File: src/rtl/gs_state_machine.sv
// gs_state_machine: pops host commands, sweeps raw-signal addresses 0..N and streams samples.
// Optional build macro GS_CMD_FILTER_EN drops popped commands whose selector is 0x00.
module gs_state_machine (
  input  logic        iClk,
  input  logic        iReset,
  input  logic [31:0] iGS_wdata,
  input  logic        iGS_wren,
  output logic        oGS_wfull,
  input  logic [15:0] i16Reg,
  output logic [7:0]  o8Addr,
  output logic [7:0]  o8SignSelec,
  output logic        oWriteRawSignal,
  output logic [15:0] o16RawSignal
);

  typedef enum logic [2:0] {
    S_IDLE,
    S_FETCH,
    S_WAIT,
    S_LATCH,
    S_STREAM,
    S_DONE
  } state_t;

  state_t      r_state;
  state_t      w_next;
  logic [7:0]  r_addr;
  logic [7:0]  r_last;
  logic [7:0]  r_sel;
  logic        r_wr;
  logic [15:0] r_raw;
  logic        w_cmd_ok;
  logic        w_unused;

`ifdef GS_CMD_FILTER_EN
  assign w_cmd_ok = (iGS_wdata[31:24] != 8'h00);
`else
  assign w_cmd_ok = 1'b1;
`endif

  // Reserved command bits carry no meaning here.
  assign w_unused = ^iGS_wdata[23:8];

  always_ff @(posedge iClk or posedge iReset) begin
    if (iReset) begin
      r_state <= S_IDLE;
    end else begin
      r_state <= w_next;
    end
  end

  always_comb begin
    w_next = r_state;
    unique case (r_state)
      S_IDLE:   if (!iGS_wren) w_next = S_FETCH;
      S_FETCH:  w_next = S_WAIT;
      S_WAIT:   w_next = S_LATCH;
      S_LATCH:  w_next = w_cmd_ok ? S_STREAM : S_IDLE;
      S_STREAM: if (r_addr == r_last) w_next = S_DONE;
      S_DONE:   w_next = S_IDLE;
      default:  w_next = S_IDLE;
    endcase
  end

  // Sample stage: the strobe and data registered here trail the presented address by one cycle.
  always_ff @(posedge iClk or posedge iReset) begin
    if (iReset) begin
      r_addr <= 8'd0;
      r_last <= 8'd0;
      r_sel  <= 8'd0;
      r_wr   <= 1'b0;
      r_raw  <= 16'd0;
    end else begin
      r_wr <= (r_state == S_STREAM);
      unique case (r_state)
        S_STREAM: begin
          r_raw  <= i16Reg;
          r_addr <= r_addr + 8'd1;
        end
        S_LATCH: begin
          r_addr <= 8'd0;
          if (w_cmd_ok) begin
            r_sel  <= iGS_wdata[31:24];
            r_last <= iGS_wdata[7:0];
          end
        end
        default: r_addr <= 8'd0;
      endcase
    end
  end

  assign oGS_wfull       = (r_state == S_FETCH);
  assign o8Addr          = r_addr;
  assign o8SignSelec     = r_sel;
  assign oWriteRawSignal = r_wr;
  assign o16RawSignal    = r_raw;

endmodule

File: config.mk
export PLATFORM = sky130hd
export DESIGN_NAME = gs_state_machine
export DESIGN_NICKNAME = d
export VERILOG_FILES = /design/src/rtl/gs_state_machine.sv
export SDC_FILE = /design/constraint.sdc
export NUM_CORES = 1
export LEC_CHECK = 0
export BUFFER_PORTS_ARGS = -buffer_cell sky130_fd_sc_hd__buf_2
export CAP_MARGIN = 10
export CORE_MARGIN = 3
export CORE_UTILIZATION = 49
export CTS_CLUSTER_DIAMETER = 50
export DETAILED_ROUTE_END_ITERATION = 12
export PLACE_DENSITY = 0.94
export SYNTH_ARGS = -nofsm -noshare
export SYNTH_HDL_FRONTEND = slang
export SYNTH_SLANG_ARGS = --single-unit
export TNS_END_PERCENT = 100
File: constraint.sdc
create_clock -name iClk -period 2.4 [get_ports iClk]
set_clock_uncertainty 0.2 [all_clocks]
set_input_delay 0.24 -clock iClk [delete_from_list [all_inputs] [get_ports iClk]]
set_output_delay 0.24 -clock iClk [all_outputs]
set_load 0.01 [all_outputs]
==> flow_summary.yaml <==
layout:
  nFillCells: 239
  area_growth_pct: 44.24
  drive_gt1_frac: 0.3779
  multi_input_area_um2: 665.6
  regArea_mm2: 0.001101
  antennaDiodeCount: 0
  nNetsFinal: 313
  final_cells: 308
cts:
  clock-root-buffer: "clkbuf_8"
  cts_sinks: 44
  numCtsBuffers: 5
  clk_path_buf_depth: 2
  cts_tree: "yes"
  cts.reportedPaths.clkPinSlew_ps: 80
  htreeDepth: 2
  clkLatencyLatePin_ps: 290
worst_hold_path:
  holdCritStartpoint: "iGS_wren"
  hold_class: "in2reg"
  min_path_cells: 3
  whs_endpoint: "r_state[0]"
timing:
  fin_ws_ps: 722.4
  relSlewSlack: 0.4171
  hold_viol_final: 0
  worstMarginPinSlew_ps: 873.1
  fin_crit_sh: 0.6990
  fin_setup_tns_ps: 0
  period_needed_ps: 1678
  setup_viol: 0
  fmax_mhz: 596.1
  finalMaxSlewViolations: 0
  rsz0062_at_grt: "false"
floorplanning:
  fp-row-count: 21
  ios: 85
  core_mm2: 0.003442
  start_util: 0.5242
  die_h_um: 66.68
  die_w_um: 66.68
  die_area_mm2: 0.004446
synthesis:
  synthCells: 157
  synth_most_common_cell: "nand2_1"
  synth_seq_area_share: 0.6103
  synth.avg_cell_area_um2: 11.49
  netlist.area_leader.share: 0.6103
  synthTopCellsByArea: "dfrtp_1 (61%), nand2_1 (10%), mux2_2 (10%), xor2_1 (6.3%), nor2_1 (1.9%)"
  ys_ff_latch: 44
  yosys-top-cells-count: "nand2_1 (49), dfrtp_1 (44), mux2_2 (16), xor2_1 (13), nor2_1 (9)"
  synth_edf_count: 0
  syn_nets: 209
  synth_ff_type: "dfrtp_1"
  syn-cell-area_mm2: 0.001804
  synth_cell_types: 21
  netlist.top_cell.by_area: "dfrtp_1"
  synth_warnings: 0
  ys_async_sr_fraction: 1.000
power:
  pwr_density_cell_mw_per_mm2: 1047
  power.leakage_uw: 0.001384
  max-vdd-ir-drop_mv: 0.5489
detailed_routing:
  post_drt_wl_per_cell_um: 13.44
  ant_nets: 0
  finalWirelength_mm: 4.139
  via_per_inst: 4.636
  routed-via-count: 1428
  remaining_drc_errors: 0
  dr.pass1.iters: 7
  drt_iter0_drc: 88
placed_design:
  gp_congestion: 0.7579
  io_buffers: 68
  dp_cells: 267
  pre_cts_ws_ps: 734.8
  dp_hpwl_mm: 2.621
run:
  drv_cap: 0
worst_setup_path:
  ff2ff_path_depth: 4
  cp_data_arrival_time_ps: 1650
  worstSetupPathType: "reg2reg"
  critPathLaunchType: "flop"
  cp_max_fo: 5
  cp.required_ps: 2380
  worstSetupEndpointType: "flop"
  rr_endpoint: "r_state[0]"
  r2r_start: "o8Addr[5]"
  reg2reg_slack_ps: 720
grt:
  grt_pass1_vias: 1445
  grt_pass1_wl_mm: 6.775
  antenna_found_initial: 0
  overflow: 0
  grt_max_degree: 45
  grt_usage: 0.2074
run_status:
  run_status: "finished, final reports clean"
power breakdown:
part           switching (µW)  internal [µW]
clock network             234            230
logic                     499            499
registers                 213           1050
total                     947           1780
final cells by class:
cell class	instances	area share
Tap cell	46	0.02212
Sequential cell	44	0.4231
Clock inverter	2	0.003846
Timing Repair Buffer	102	0.2606
Inverter	2	0.002885
Clock buffer	6	0.03173
Multi-Input combinational cell	106	0.2558
kinds of logic (layout without fill, tap and decap cells):
logic type | after synthesis | after routing | synth area share
AND/OR/NAND/NOR | 72 | 72 | 0.1782
flip-flops | 44 | 44 | 0.6103
multiplexers | 16 | 16 | 0.09986
XOR/XNOR | 15 | 15 | 0.07282
buffers and inverters | 7 | 112 | 0.02080
AO/OA/AOI/OAI | 2 | 2 | 0.01109
adder cells (fa/ha/maj) | 1 | 1 | 0.006934
layer usage:
layer | up-vias | GRT usage | share of wire
li1 | 710 | - | -
met1 | 667 | 0.2442 | 0.43
met2 | 47 | 0.3700 | 0.51
met3 | 4 | 0.04722 | 0.052
met4 | 0 | 0.06853 | 0.0087
met5 | - | 0 | 0
per-stage QoR:
step,util,area [µm²],power [µW],hold slack [ps]
detailed placement,0.6332,2180,2228,234.7
floorplan,-,1804,1869,145.4
global route,0.7561,2603,2909,213.6
finish,0.7561,2603,2724,200.0
CTS,0.7561,2603,2733,194.3
global placement,0.6332,2180,2164,229.2
worst max-delay path, cell delays in order, from the launching register on:
cell and delay (ps):
dfrtp_1 440, xor2_1 190, nor4_2 300, a21oi_1 130, a2111oi_2 300
state kept, by name (all words and copies together) (netlist names):
signal           count
o16RawSignal        16
o8Addr               8
o8SignSelec          8
r_last               8
r_state              3
oWriteRawSignal      1
what timing repair did:
item,CTS,global route
gates resized for setup,0,0
hold endpoints to repair,76,0
buffers inserted,0,0
hold buffers,33,0
how the worst max path moves through the flow:
stage                   start         end  slack (ps)
floorplan           o8Addr[5]  r_state[0]         850
global placement    o8Addr[5]  r_state[0]         810
detailed placement  o8Addr[5]  r_state[0]         730
CTS                 o8Addr[5]  r_state[0]         720
global route        o8Addr[5]  r_state[0]         630
finish              o8Addr[5]  r_state[0]         720
cell usage in the layout, fill, tap and decap left out, types with 2 or more instances in the layout:
cell type and n:
inv_2 2, clkbuf_8 6, clkinv_2 2, nand2_1 49
dlygate4sd3_1 33, nand3_1 5, xor2_1 13, nor3b_1 2
and3_1 3, dfrtp_1 44, buf_2 68, xnor2_1 2
mux2_2 16, nor2_1 9
Power figures use the tool's default switching activity.
